### config.mk
export PLATFORM = sky130hd
export DESIGN_NAME = sdram_rd_burst
export DESIGN_NICKNAME = d
export VERILOG_FILES = /design/src/rtl/sdram_rd_burst_pkg.sv /design/src/rtl/sdram_rd_burst.sv
export SDC_FILE = /design/constraint.sdc
export NUM_CORES = 1
export LEC_CHECK = 0
export ABC_AREA = 1
export CELL_PAD_IN_SITES_DETAIL_PLACEMENT = 2
export CELL_PAD_IN_SITES_GLOBAL_PLACEMENT = 2
export CORE_MARGIN = 4
export CORE_UTILIZATION = 26
export CTS_BUF_LIST = sky130_fd_sc_hd__clkbuf_8 sky130_fd_sc_hd__clkbuf_16
export DETAILED_ROUTE_END_ITERATION = 10
export PLACE_DENSITY = 0.86
export SKIP_CTS_REPAIR_TIMING = 1
export SLEW_MARGIN = 20
export SYNTH_ARGS = -nofsm -noshare
export SYNTH_HDL_FRONTEND = slang
export SYNTH_SLANG_ARGS = --single-unit
### constraint.sdc
create_clock -name sys_clk -period 2.5 [get_ports sys_clk]
set_input_delay 0.25 -clock sys_clk [delete_from_list [all_inputs] [get_ports sys_clk]]
set_output_delay 0.25 -clock sys_clk [all_outputs]
set_load 0.005 [all_outputs]
### src/rtl/sdram_rd_burst_pkg.sv
// sdram_rd_burst_pkg: SDRAM command codes, timing defaults, address field split and read FSM states
package sdram_rd_burst_pkg;

    localparam logic [3:0] CMD_NOP        = 4'b0111;
    localparam logic [3:0] CMD_ACTIVE     = 4'b0011;
    localparam logic [3:0] CMD_READ       = 4'b0101;
    localparam logic [3:0] CMD_BURST_STOP = 4'b0110;
    localparam logic [3:0] CMD_PRECHARGE  = 4'b0010;

    localparam int TRCD_DEF = 2;
    localparam int CAS_DEF  = 3;
    localparam int TRP_DEF  = 2;

    typedef enum logic [7:0] {
        S_IDLE   = 8'b0000_0001,
        S_ACTIVE = 8'b0000_0010,
        S_TRCD   = 8'b0000_0100,
        S_READ   = 8'b0000_1000,
        S_RDDATA = 8'b0001_0000,
        S_PRE    = 8'b0010_0000,
        S_TRP    = 8'b0100_0000,
        S_END    = 8'b1000_0000
    } state_t;

    function automatic logic [1:0] addr_bank(input logic [20:0] a);
        return a[20:19];
    endfunction

    function automatic logic [10:0] addr_row(input logic [20:0] a);
        return a[18:8];
    endfunction

    function automatic logic [7:0] addr_col(input logic [20:0] a);
        return a[7:0];
    endfunction

endpackage

### src/rtl/sdram_rd_burst.sv
// sdram_rd_burst: full-page SDRAM read engine issuing ACTIVE/READ/BURST STOP/PRECHARGE and capturing data
module sdram_rd_burst
    import sdram_rd_burst_pkg::*;
#(
    parameter int TRCD_CLK = TRCD_DEF,
    parameter int CAS_LAT  = CAS_DEF,
    parameter int TRP_CLK  = TRP_DEF
) (
    input  logic        sys_clk,
    input  logic        sys_rst_n,
    input  logic        init_end,
    input  logic        rd_en,
    input  logic [20:0] rd_addr_in,
    input  logic [8:0]  rd_burst_len,
    input  logic [31:0] sdram_data_in,
    input  logic        rd_fifo_req,
    output logic        rd_req,
    output logic        rd_end,
    output logic [3:0]  rd_cmd,
    output logic [1:0]  rd_ba,
    output logic [10:0] rd_addr,
    output logic        rd_ack,
    output logic [31:0] rd_sdram_data
);

    localparam logic [8:0] TRCD_LAST = 9'(TRCD_CLK - 2);
    localparam logic [8:0] TRP_LAST  = 9'(TRP_CLK - 2);
    localparam logic [8:0] CAS_M1    = 9'(CAS_LAT - 1);
    localparam logic [8:0] CAS_M2    = 9'(CAS_LAT - 2);

    state_t      state, next_state;
    logic [8:0]  cnt, len, len_in;
    logic [20:0] addr_q;
    logic        end_d, sample;

    assign len_in = rd_burst_len == 9'd0 ? 9'd1 : (rd_burst_len > 9'd256 ? 9'd256 : rd_burst_len);
    assign rd_req = rd_fifo_req & init_end & (state == S_IDLE);

    // next-state and command decode from state and the per-state cycle counter
    always_comb begin
        next_state = state;
        rd_cmd     = CMD_NOP;
        rd_ba      = 2'b11;
        rd_addr    = 11'h7ff;
        sample     = 1'b0;
        case (state)
            S_IDLE:   if (init_end && rd_en && !end_d) next_state = S_ACTIVE;
            S_ACTIVE: begin
                rd_cmd     = CMD_ACTIVE;
                rd_ba      = addr_bank(addr_q);
                rd_addr    = addr_row(addr_q);
                next_state = TRCD_CLK > 1 ? S_TRCD : S_READ;
            end
            S_TRCD:   if (cnt == TRCD_LAST) next_state = S_READ;
            S_READ:   begin
                rd_cmd     = CMD_READ;
                rd_ba      = addr_bank(addr_q);
                rd_addr    = {3'b000, addr_col(addr_q)};
                next_state = S_RDDATA;
            end
            S_RDDATA: begin
                if (cnt == len - 9'd1 && len != 9'd256) rd_cmd = CMD_BURST_STOP;
                sample = cnt >= CAS_M1;
                if (cnt == len + CAS_M2) next_state = S_PRE;
            end
            S_PRE:    begin
                rd_cmd     = CMD_PRECHARGE;
                rd_addr    = 11'h400;
                next_state = TRP_CLK > 1 ? S_TRP : S_END;
            end
            S_TRP:    if (cnt == TRP_LAST) next_state = S_END;
            S_END:    next_state = S_IDLE;
            default:  next_state = S_IDLE;
        endcase
    end

    // state, counter, request latch, and registered strobes / captured data
    always_ff @(posedge sys_clk or negedge sys_rst_n) begin
        if (!sys_rst_n) begin
            state         <= S_IDLE;
            cnt           <= '0;
            len           <= 9'd1;
            addr_q        <= '0;
            end_d         <= 1'b0;
            rd_end        <= 1'b0;
            rd_ack        <= 1'b0;
            rd_sdram_data <= '0;
        end else begin
            state  <= next_state;
            cnt    <= next_state != state ? 9'd0 : cnt + 9'd1;
            end_d  <= state == S_END;
            rd_end <= next_state == S_END;
            rd_ack <= sample;
            if (state == S_IDLE && next_state == S_ACTIVE) begin
                addr_q <= rd_addr_in;
                len    <= len_in;
            end
            if (sample) rd_sdram_data <= sdram_data_in;
        end
    end

endmodule
# Yosys cells after proc, flatten, opt, wreduce, memory -nomap -nowiden

Index checks and enable logic that the tools add are counted.

Register bits: 82
Logic and storage cells: 50
Output and inout bits: 52
Input port bits: 67

$lt $le $gt $ge: 2
Bitwise operators: 2
Multiplexer cells: 13
Equality and inequality tests: 14
Add/sub/neg operators: 3
Reductions and logical operators: 8

Operators with widths:

| operator                                                               | count |
|---|---|
| 8-bit case mux with 7 select lines                                     | 1 |
| 11-bit case mux with 3 select lines                                    | 1 |
| 8-bit 2-to-1 mux                                                       | 4 |
| 9-bit 2-to-1 mux                                                       | 3 |
| 9-bit by 1-bit adder with 9-bit output (second input constant)         | 2 |
| 9-bit equality test                                                    | 2 |
| 9-bit zero test                                                        | 2 |
| 8-bit by 2-bit equality test with 1-bit output (second input constant) | 2 |
| 8-bit equality test (second input constant)                            | 2 |
| 3-bit case mux with 4 select lines                                     | 1 |
| 9-bit by 2-bit >= comparator with 1-bit output (second input constant) | 1 |
| 9-bit greater-than comparator (second input constant)                  | 1 |
| 9-bit inequality test (second input constant)                          | 1 |
| 9-bit by 1-bit subtractor with 9-bit output (second input constant)    | 1 |
| 8-bit by 1-bit equality test with 1-bit output (second input constant) | 1 |
| 8-bit by 3-bit equality test with 1-bit output (second input constant) | 1 |
| 8-bit by 4-bit equality test with 1-bit output (second input constant) | 1 |
| 8-bit by 5-bit equality test with 1-bit output (second input constant) | 1 |
| 8-bit by 6-bit equality test with 1-bit output (second input constant) | 1 |
| 8-bit by 7-bit equality test with 1-bit output (second input constant) | 1 |
| 8-bit inequality test                                                  | 1 |
| 1-bit logical AND                                                      | 4 |
| 1-bit bitwise AND                                                      | 2 |
| 1-bit 2-to-1 mux                                                       | 2 |
| other kinds (3)                                                        | 3 |

# Longest topological paths before layout

Gate-level depths: netlist (run 1).

Depth in word-level cells: 6
Mapped depth: 14
Gate-level depth less buffers: 14

# Worst setup path before layout (run 1)

No wires, ideal clock.

Path kind: register to output
From: register len[0]
To: output rd_cmd[0]
Required time: 2.250 ns
Stages on the path, launching flop included: 14
Slack: 0.521 ns
Path buffers: 0
Arrival time: 1.729 ns
Path through: dfstp_2 > inv_1 > ha_1 > inv_1 > nand2_1 > nand2_1 > a21oi_1 > o21ai_0 > a211oi_1 > nand3_1 > nor2_1 > nand3_1 > nand2_1 > nand2_1

Longest elaborated chain between the ends: 5
Elaborated cells between the ends (all ways): 6
Those cells by class: add/sub (1); eq/ne (2); mux (2); reduce/logical (1)

Ends and longest elaborated chain:

| what                                        | line                 | text |
|---|---|---|
| start, declared                             | sdram_rd_burst.sv:32 | `logic [8:0] cnt, len, len_in;` |
| start signal, assigned                      | sdram_rd_burst.sv:96 | `len <= len_in;` |
| 9-bit by 1-bit subtractor with 9-bit output | sdram_rd_burst.sv:62 | `if (cnt == len - 9'd1 && len != 9'd256) rd_cmd = CMD_BURST_STOP;` |
| 9-bit equality test                         | sdram_rd_burst.sv:62 |  |
| 1-bit logical AND *                         | sdram_rd_burst.sv:62 |  |
| 1-bit 2-to-1 mux *                          | sdram_rd_burst.sv:62 |  |
| 3-bit case mux with 4 select lines *        | sdram_rd_burst.sv:46 | `case (state)` |
| end, declared                               | sdram_rd_burst.sv:19 | `output logic [3:0] rd_cmd,` |

Mark *: on every way between the ends. The rest lies on a longest branch, timed or not.

# Final worst setup path (run 1)

Same ends and word-level chain as after synthesis.

==> results.md, run 1 <==
- Post-Layout Inst Area: a little over 0.006 mm2
- CP Launch Type: flop
- Clk pin slew, worst setup/hold paths: 60 ps
- Area grow syn2layout: 46.04%
- Delay-heaviest family, CP: simple AND/OR/NAND/NOR gates
- GRT Total Usage: 0.1778
- Maximum buffer depth of the clock tree: 2
- Die X-Extent: 136.0 um
- CP Class: reg2out
- Final Hold Vio Count: 0
- 1st-iter DRT viols: 146
- Initial antenna violation count: 0
- Synth Instances: 581
- FF+latch area: 0.002057 mm2
- Largest net degree at the start of global routing: 50
- ANT cells: 0
- Buf+Inv Stages, Crit Path: 3
- Register area share after synthesis: 0.4821
- Fin nets: between 700 and 800
- First-pass GRT wire length: 26.08 mm
- Setup-failing EPs final: 1
- Failing checks: negative setup slack
- Post-Route Utilization: 0.3890
- Die area: roughly 0.019 mm2
- Post-Syn Area per Cell: 7.335 um2
- Worst min path class: in2async
- Core ar.: 0.01600 mm2
- Final worst path period need: 2567 ps
- Routed Antenna Nets: 0
- Simple-Gate Fraction of Synth Area: 0.3655
- Required @ worst endpoint: between 2000 and 2500 ps
- CP arrival: 2320 ps
- PnR worst setup slack: -67.12 ps
- Final Max Slew Viols: 0
- H-tree depth: 3
- Xor/xnor share of the synthesized area: 0.02261
- Drc violations: 0
- Netlist cell types: 36
- Clk Latency, worst-skew pair: 340 ps
- Final worst-path cycle share: 1.027
- Mux contribution to synthesized area: 0
- Placed instance count: approximately 900
- Max VDD drop: 0.3009 mV
- Synth Area in Compound Gates: 0.03729
- Clock skew: 11.92 ps
- WL per Instance: between 15 and 20 um
- Slew headroom: 0.6571
- Final cell count without fillers: 936
- Crit end category: output port
- Clock sink count: 82
- Area of the multi-input gates: between 0.0015 and 0.002 mm2
- Initial core utilization: 0.2663
- Status: finished with violations
- I/O Buffers: 117
- Row count: 46
- TritonCTS buffer count: 9
- RSZ-0062 raised after global routing: yes
- CP Cell Sequence: inv_2 -> ha_4 -> inv_1 -> nand2_1 -> nand2_2 -> a21oi_2 -> o21ai_2 -> a211oi_2 -> nand3_1 -> nor2_1 -> nand3_1 -> nand2_1 -> nand2_1 -> clkbuf_2
- HPWL after detailed placement: 11.81 mm
- Vias per cell: approximately 4.6
- GRT overflow: 0
- TNS Setup: -67.12 ps
- Commonest non-fill, non-tap cells in the layout: nand2_1 (262), clkdlybuf4s50_1 (106), dfrtp_1 (78)
- Slowest Stage Delay on Critical Path: roughly 540 ps
- P_leak: 2.950 nW
- Synth warnings: 0
- I/O pin count: between 100 and 150
- Vias: 4289
- Synthesized area: 0.004262 mm2
- Placed inst area: around 0.0057 mm2
- MaxCap Viol Count: 0
- Fill count: 1884
- Yosys reg bits: 82
- Top cell by count, worst path: nand2_1
- Vias in the first global route: 4935
- Routed WL: ~16 mm
- Critical path peak fanout: 2
- Share of cells above drive strength 1: 0.1111
- Measured slew at the worst slew-check pin: 513.6 ps
- Pwr/cell area: roughly 900 mW/mm2
- Die Height: approximately 140 um
- Most common cell after layout, fill and taps aside: nand2_1
- Maximum clock frequency: between 0.3 and 0.4 GHz
- Main combinational cell family by area after synthesis: simple AND/OR/NAND/NOR gates
- First-pass DRT Iterations: 4
- Gpl congestion: 0.8605
- CTS tree: built
- Net Count, Synth: ~650
- CP max stage cell: dfstp_2
- Adder-cell area share of the yosys netlist: 0.01762
- Root buffer cell: clkbuf_16
-- per-stage QoR --
stage	power, mW	worst slack (ps)	hold WS (ps)
2_1_floorplan	3.113	521.2	-45.59
3_3_place_gp	3.870	-17.00	232.4
3_5_place_dp	4.043	-93.69	242.6
4_1_cts	5.394	-477.2	-128.7
5_1_grt	5.902	-228.2	448.3
6_report	5.453	-67.12	396.0
-- final cells by class --
| cell class | count | share of cell area |
|---|---|---|
| Clock inverter | 2 | 0.002010 |
| Tap cell | 216 | 0.04343 |
| Inverter | 64 | 0.03961 |
| Timing Repair Buffer | 139 | 0.2242 |
| Multi-Input combinational cell | 421 | 0.3174 |
| Clock buffer | 12 | 0.04282 |
| Sequential cell | 82 | 0.3305 |
-- registers in the layout, indices dropped and copies added, names as in the netlist --
signal and count:
rd_ack 1, cnt 9, len 9, end_d 1, state 8, rd_end 1, rd_sdram_data 32, addr_q 21
-- cells in the mapped netlist (all sizes together) --
cell type / count / area share
a211oi: 1 / 0.0018
a21oi: 10 / 0.012
buf: 11 / 0.014
clkbuf: 4 / 0.0035
clkinv: 1 / 0.00088
conb: 1 / 0.00088
dfrtp: 80 / 0.47
dfstp: 2 / 0.012
ha: 6 / 0.018
inv: 63 / 0.055
nand2: 269 / 0.24
nand3: 26 / 0.032
nand3b: 1 / 0.0018
nand4: 8 / 0.015
nor2: 54 / 0.052
nor3: 11 / 0.015
nor4: 1 / 0.0015
o21a: 2 / 0.0035
o21ai: 7 / 0.0091
o22ai: 4 / 0.0059
o31ai: 3 / 0.0053
or2: 5 / 0.0073
xnor2: 3 / 0.0062
xor2: 8 / 0.016
-- layer usage --
metal  share of wire  routed length, um  track usage
met1            0.40               6500       0.2033
met2            0.51               8235       0.3096
met3           0.077               1252      0.07291
met4           0.013                214      0.04199
met5               0                  0            0
-- cells by family after synthesis --
logic type               Yosys count
adder cells (fa/ha/maj)            6
flip-flops                        82
AND/OR/NAND/NOR                  375
AO/OA/AOI/OAI                     27
buffers and inverters             79
XOR/XNOR                          11
other                              1
-- worst paths after layout --
path | startpoint | endpoint | slack, ps | cells past startpoint
setup / recovery | len[0]$_DFFE_PN1P_ | rd_cmd[0] | -70 | 14
hold / removal | sys_rst_n | rd_sdram_data[5]$_DFFE_PN0P_ | 400 | 2
setup reg to reg | state[4]$_DFF_PN0_ | len[0]$_DFFE_PN1P_ | 270 | 7
hold reg to reg | addr_q[15]$_DFFE_PN0P_ | addr_q[15]$_DFFE_PN0P_ | 480 | 2
max in group asynchronous | sys_rst_n | len[0]$_DFFE_PN1P_ | 1400 | 3
min in group sys_clk | sdram_data_in[12] | rd_sdram_data[12]$_DFFE_PN0P_ | 450 | 3
-- where the power goes --
| group | total [mW] | leakage, nW | switching, mW | internal (mW) |
|---|---|---|---|---|
| clock | 1.28 | 0.142 | 0.540 | 0.744 |
| combinational | 2.19 | 1.88 | 1.28 | 0.909 |
| sequential | 1.98 | 0.933 | 0.287 | 1.69 |
| total | 5.45 | 2.95 | 2.11 | 3.34 |
(Power assumes the default switching activity.)
==> run 2, diff against run 1 <==
--- a/config.mk
+++ b/config.mk
@@ -8,7 +8,6 @@
 export ABC_AREA = 1
 export CELL_PAD_IN_SITES_DETAIL_PLACEMENT = 2
 export CELL_PAD_IN_SITES_GLOBAL_PLACEMENT = 2
-export CORE_MARGIN = 4
 export CORE_UTILIZATION = 26
 export CTS_BUF_LIST = sky130_fd_sc_hd__clkbuf_8 sky130_fd_sc_hd__clkbuf_16
 export DETAILED_ROUTE_END_ITERATION = 10
==> results.md, run 2 (synthesis results as in run 1) <==
- Status: finished with violations
- Failing checks: negative setup slack
- TNS Setup: -105.6 ps (-38.45 ps)
- Global routing usage on met3: 0.06806 (-0.004848)
- Vias per cell: 4.644 (+1.4%)
- Largest net degree at the start of global routing: 48 (-4.0%)
- Most common cell after layout, fill and taps aside: nand2_1
- Clock Power Share: 0.229 (-0.007)
- Pwr/cell area: 879.8 mW/mm2 (+0.42%)
- First-pass DRT Iterations: 5 (+1)
- Seq pwr share: 0.365 (+0.003)
- Root buffer cell: clkbuf_16
- Die Height: 130.0 um (-4.4%)
- I/O pin count: 119 (unchanged)
- Vias in the first global route: 4926 (-0.18%)
- HPWL after detailed placement: 12.06 mm (+2.2%)
- Biggest register: rd_sdram_data
- Final Hold Vio Count: 0 (unchanged)
- Worst-case reg-to-reg path depth: 14 (+7)
- Met2 Use GR: 0.3683 (+0.05870)
- Critical path capture point: rd_cmd[0]
- Reg-to-reg startpoint: len[0]$_DFFE_PN1P_
- GRT Total Usage: 0.2007 (+0.02296)
- Core ar.: 0.01594 mm2 (-0.36%)
- First-pass GRT wire length: 25.67 mm (-1.6%)
- Fin nets: 794 (+0.51%)
- Final worst path period need: 2603 ps (+35.40 ps)
- Placed inst area: 0.005738 mm2 (+0.13%)
- Initial antenna violation count: 1 (+1)
- Commonest non-fill, non-tap cells in the layout: nand2_1 (263), clkdlybuf4s50_1 (104), dfrtp_1 (79)
- WL per Instance: 18.32 um (+5.8%)
- Maximum buffer depth of the clock tree: 2 (unchanged)
- CTS tree: built
- RSZ-0062 raised after global routing: yes
- CP arrival: 2350 ps (+30 ps)
- Vias: 4375 (+2.0%)
- Final worst-path cycle share: 1.041 (+0.01416)
- Gpl congestion: 0.8234 (-4.3%)
- RR Endpoint: cnt[2]$_DFF_PN0_
- Post-Layout Inst Area: 0.006232 mm2 (+0.14%)
- Setup-failing EPs final: 2 (+1)
- Flop2flop setup slack: 140 ps (-130 ps)
- GRT overflow: 0 (unchanged)
- CP Class: reg2out
- Clock sink count: 82 (unchanged)
- Clk Latency, worst-skew pair: 350 ps (about the same)
- Initial core utilization: 0.2673 (+0.0009615)
- Die area: 0.01691 mm2 (-8.6%)
- Routed Antenna Nets: 0 (unchanged)
- Worst min path class: in2reg
- Critical path peak fanout: 3 (+1)
- Max VDD drop: 0.3646 mV (+21%)
- PnR worst setup slack: -102.5 ps (-35.40 ps)
- Combinational power share: 0.406 (+0.004)
- CP Launch Type: flop
- Die X-Extent: 130.0 um (-4.4%)
- Cell Int Power: 3.290 mW (-1.5%)
- Area grow syn2layout: 46.24%
- Slew headroom: 0.5646 (-0.09252)
- Share of cells above drive strength 1: 0.1116 (+0.0004591)
- Largest regs: rd_sdram_data: 32 flops, addr_q: 21 flops
- Flip-flop count of the largest register after layout: 32 (unchanged)
- Final cell count without fillers: 942 (+0.64%)
- Clock skew: 9.464 ps (-2.456 ps)
- Crit end category: output port
- Busiest grt layer: met2
- Routed WL: 17.26 mm (+6.5%)
- Clk pin slew, worst setup/hold paths: 60 ps (about the same)
- Placed instance count: 912 (+0.11%)
- P_leak: 2.969 nW (+0.64%)
- TritonCTS buffer count: 9 (unchanged)
- Maximum clock frequency: 0.3842 GHz (-1.4%)
- Row count: 46 (unchanged)
- I/O Buffers: 117 (unchanged)
- Switching Share: 0.3999 (+0.01274)
- H-tree depth: 3 (unchanged)
- Met1 Use GR: 0.2169 (+0.01360)
- MaxCap Viol Count: 0 (unchanged)
- ANT cells: 0 (unchanged)
- Final Max Slew Viols: 0 (unchanged)
- Pre-CTS setup slack: -73.41 ps (+20.28 ps)
- Worst Setup SP: len[0]$_DFFE_PN1P_
- Required @ worst endpoint: 2250 ps (about the same)
- P_sw: 2.193 mW (+3.9%)
- Drc violations: 0 (unchanged)
- Measured slew at the worst slew-check pin: 653.1 ps (+139.5 ps)
- 1st-iter DRT viols: 170 (+16%)
## run 2: cell count changes in the layout (fill, tap and decap cells not counted), moves of 2 or more
cell	delta
clkdlybuf4s50_1	-2
dlymetal6s2s_1	+2
nor2_1	-2
clkbuf_8	-2
nor2_4	+3
buf_4	+5
clkinv_2	+2
## run 2: how the worst min path moves through the flow
stage	from	end	slack, ps	cells past startpoint
floorplan	sys_rst_n	addr_q[0]$_DFFE_PN0P_	-50	0
detailed placement	sys_rst_n	rd_sdram_data[6]$_DFFE_PN0P_	330	1
CTS	sys_rst_n	rd_sdram_data[0]$_DFFE_PN0P_	-50	1
global route	rd_addr_in[15]	addr_q[15]$_DFFE_PN0P_	440	3
global placement	sys_rst_n	rd_sdram_data[6]$_DFFE_PN0P_	320	1
finish	sdram_data_in[15]	rd_sdram_data[15]$_DFFE_PN0P_	440	3
## run 2: worst max-delay path: stages, from the launching register on
cell	delay [ps]
dfstp_2	560
inv_4	50
ha_4	270
inv_2	30
nand2_1	70
nand2_1	80
a21oi_1	120
o21ai_1	80
a211oi_1	210
nand3_1	110
nor2_1	100
nand3_1	100
nand2_1	70
nand2_1	50
buf_2	120
## run 2: power groups by stage
stage	Sequential, mW	Clock (mW)	Combinational [mW]
final	2.00	1.25	2.23
after global routing	2.05	1.32	2.47
after CTS	1.98	1.27	2.11
after detailed placement	1.99	0	2.07
after global placement	1.96	0	1.92
after floorplan	1.92	0	1.19
## run 2: layout make-up
type,instances,area (um2)
Clock buffer,10,239.0
Clock inverter,6,28.78
Fill cell,1847,9711
Inverter,64,246.5
Multi-Input combinational cell,421,1971
Sequential cell,82,2056
Tap cell,216,270.3
Timing Repair Buffer,143,1421
## run 2: through the flow
step	hold WS [ps]	power (mW)	util
after detailed placement	326.5	4.057	0.3599
after CTS	-52.65	5.366	0.3767
final	435.4	5.483	0.3909
after floorplan	-45.59	3.113	-
after global placement	322.3	3.879	0.3599
after global routing	442.3	5.840	0.3909
## run 2: routing by layer
layer  vias up  routed length [um]
met5         -                   0
li1       2046                   -
met4         0                 354
met1      2180                6825
met2       123                8898
met3        26                1179
==> run 3, diff against run 2 <==
--- a/config.mk
+++ b/config.mk
@@ -5,12 +5,14 @@
 export SDC_FILE = /design/constraint.sdc
 export NUM_CORES = 1
 export LEC_CHECK = 0
-export ABC_AREA = 1
+export ABC_AREA = 0
 export CELL_PAD_IN_SITES_DETAIL_PLACEMENT = 2
 export CELL_PAD_IN_SITES_GLOBAL_PLACEMENT = 2
-export CORE_UTILIZATION = 26
+export CORE_UTILIZATION = 29
 export CTS_BUF_LIST = sky130_fd_sc_hd__clkbuf_8 sky130_fd_sc_hd__clkbuf_16
 export DETAILED_ROUTE_END_ITERATION = 10
+export GPL_TIMING_DRIVEN = 1
+export HOLD_SLACK_MARGIN = 0.15
 export PLACE_DENSITY = 0.86
 export SKIP_CTS_REPAIR_TIMING = 1
 export SLEW_MARGIN = 20
==> results.md, run 3 <==
- Final Max Slew Viols: 0 (unchanged)
- Clock skew: 9.058 ps (-0.4067 ps)
- Vias in the first global route: 4307 (-13%)
- 1st-iter DRT viols: 178 (+4.7%)
- Most common cell after layout, fill and taps aside: clkdlybuf4s50_1
- CTS tree: built
- Netlist cell types: 61 (+69%)
- CP Launch Type: flop
- Vias: 3916 (-10%)
- Die area: 0.01506 mm2 (-11%)
- Top sig layer: met4
- I/O Buffers: 117 (unchanged)
- Max VDD drop: 0.4253 mV (+17%)
- Yosys top cell area share: 0.4738 (+0.004034)
- Commonest non-fill, non-tap cells in the layout: clkdlybuf4s50_1 (99), dfrtp_1 (80), nand2_1 (74)
- Fill count: 1467 (-21%)
- Yosys reg bits: 82 (unchanged)
- Post-Syn Area per Cell: 10.13 um2 (+38%)
- Row count: 43 (-6.5%)
- Synth area leader: dfrtp_1
- Biggest register: rd_sdram_data
- Drc violations: 0 (unchanged)
- CP arrival: 2480 ps (+130 ps)
- Crit end category: output port
- Core ar.: 0.01404 mm2 (-12%)
- P_leak: 2.867 nW (-3.4%)
- GRT overflow: 0 (unchanged)
- Pwr/cell area: 911.4 mW/mm2 (+3.6%)
- Hold slack: 439.7 ps (+4.258 ps)
- Routed Antenna Nets: 0 (unchanged)
- Largest regs: rd_sdram_data: 32 flops, addr_q: 21 flops
- Routed WL: 16.02 mm (-7.2%)
- DRT met1 WL: 6.348 mm (-7.0%)
- Die X-Extent: 122.7 um (-5.6%)
- Final worst path period need: 2725 ps (+122.8 ps)
- RSZ-0062 raised after global routing: yes
- Net Count, Synth: 490 (-25%)
- Synth area leaders: dfrtp_1 (47%), mux2_2 (7.2%), nand2_1 (6.7%)
- Fin nets: 643 (-19%)
- GRT Total Usage: 0.1924 (-0.008352)
- Flip-flop count of the largest register after layout: 32 (unchanged)
- WL met3: 765 um (-35%)
- Final Hold Vio Count: 0 (unchanged)
- TritonCTS buffer count: 9 (unchanged)
- CP Class: reg2out
- Final worst-path cycle share: 1.090 (+0.04913)
- Synth Flop Type: dfrtp_1
- Largest net degree at the start of global routing: 47 (-2.1%)
- H-tree depth: 3 (unchanged)
- Initial core utilization: 0.3009 (+0.03359)
- Vias per cell: 5.187 (+12%)
- Setup-failing EPs final: 2 (unchanged)
- Share of cells above drive strength 1: 0.2243 (+0.1128)
- Synth Instances: 417 (-28%)
- Post-Route Utilization: 0.4481 (+0.05719)
- Maximum buffer depth of the clock tree: 2 (unchanged)
- WL per Instance: 21.22 um (+16%)
- Worst min path class: in2reg
- Synth async-reset ratio: 1.000 (unchanged)
- PnR worst setup slack: -225.3 ps (-122.8 ps)
- Gpl congestion: 0.8264 (+0.36%)
- Die Height: 122.7 um (-5.6%)
- Root buffer cell: clkbuf_16
- Critical path peak fanout: 5 (+2)
- I/O pin count: 119 (unchanged)
- Post-synth EDFFs: 0 (unchanged)
- Met2 wire length: 8.485 mm (-4.6%)
- First-pass DRT Iterations: 4 (-1)
- Failing checks: negative setup slack
- Clock sink count: 82 (unchanged)
- Slew headroom: 0.5642 (about the same)
- Synth warnings: 0 (unchanged)
- Synth cell count leaders: dfrtp_1 (80), nand2_1 (75), mux2_2 (27)
- Synthesized area: 0.004225 mm2 (-0.85%)
- Most frequent cell after synthesis: dfrtp_1
- Clk Latency, worst-skew pair: 350 ps (about the same)
- Power Total: 5.735 mW (+4.6%)
- Clk pin slew, worst setup/hold paths: 60 ps (about the same)
- ANT cells: 0 (unchanged)
- Status: finished with violations
- Measured slew at the worst slew-check pin: 653.7 ps (+0.5349 ps)
- TNS Setup: -231.1 ps (-125.5 ps)
- MaxCap Viol Count: 0 (unchanged)
- Register area share after synthesis: 0.4862 (+0.004140)
- HPWL after detailed placement: 10.46 mm (-13%)
- First-pass GRT wire length: 22.16 mm (-14%)
- Required @ worst endpoint: 2250 ps (about the same)
- Maximum clock frequency: 0.3669 GHz (-4.5%)
- Area grow syn2layout: 48.92%
- Initial antenna violation count: 0 (-1)
## run 3: cell count changes after synthesis, sizes merged, moves of 7 or more
cell    delta
o21ai      +9
nand3     -19
nand2    -194
nand2b    +10
nor2      -33
inv       -53
a221o      +8
xnor2      +8
mux2      +33
nor4       +7
## run 3: worst paths after layout
kind	endpoint	startpoint	slack [ps]	cells after the start
max in group asynchronous	rd_sdram_data[21]$_DFFE_PN0P_	sys_rst_n	1250	3
min in group asynchronous	rd_sdram_data[10]$_DFFE_PN0P_	sys_rst_n	470	2
max reg2reg	cnt[3]$_DFF_PN0_	len[0]$_DFFE_PN1P_	20	8
max	rd_cmd[0]	len[0]$_DFFE_PN1P_	-230	8
min	addr_q[7]$_DFFE_PN0P_	rd_addr_in[7]	440	3
min reg2reg	addr_q[19]$_DFFE_PN0P_	addr_q[19]$_DFFE_PN0P_	490	2
## run 3: layer usage
metal,vias up,GRT usage
met5,-,0
met4,0,0.06707
met3,35,0.04414
met2,139,0.3511
met1,1982,0.2177
li1,1760,-
## run 3: kinds of logic after synthesis
group	count (synthesis)	synth area share
mux	34	0.09032
simple gates	177	0.2159
flops	82	0.4862
buf+inv	38	0.04501
other cells	1	0.0008875
fa+ha+maj	6	0.01777
xor+xnor	25	0.05182
compound gates	54	0.09210
## run 3: through the flow
stage,setup slack [ps],instance area (um2),cells
final,-225.3,6292,755
after global routing,-329.3,6292,755
after CTS,-645.8,6123,748
after detailed placement,-265.7,5811,732
after global placement,-194.1,5811,732
after floorplan,171.0,4225,417
## run 3: layout make-up
class	instances	area, um2	area share
timing repair buffer	168	1570	0.2496
clock inverter	6	73.82	0.01173
tap	180	225.2	0.03579
multi-input combinational	298	2088	0.3319
inverter	11	41.29	0.006562
clock buffer	10	239.0	0.03798
sequential	82	2054	0.3265
## run 3: worst max-delay path, stage by stage, from the launching register on
cell and delay, ps:
dfstp_2 390, inv_1 80, ha_1 160, or3b_1 390, xor2_1 170, a32o_1 250
or3_1 340, a31oi_1 190, dlymetal6s2s_1 150
## run 3: report_power, final
| group | internal [mW] | total, mW | switching [mW] |
|---|---|---|---|
| logic | 1.11 | 2.44 | 1.34 |
| registers | 1.63 | 1.89 | 0.255 |
| clock network | 0.812 | 1.41 | 0.593 |
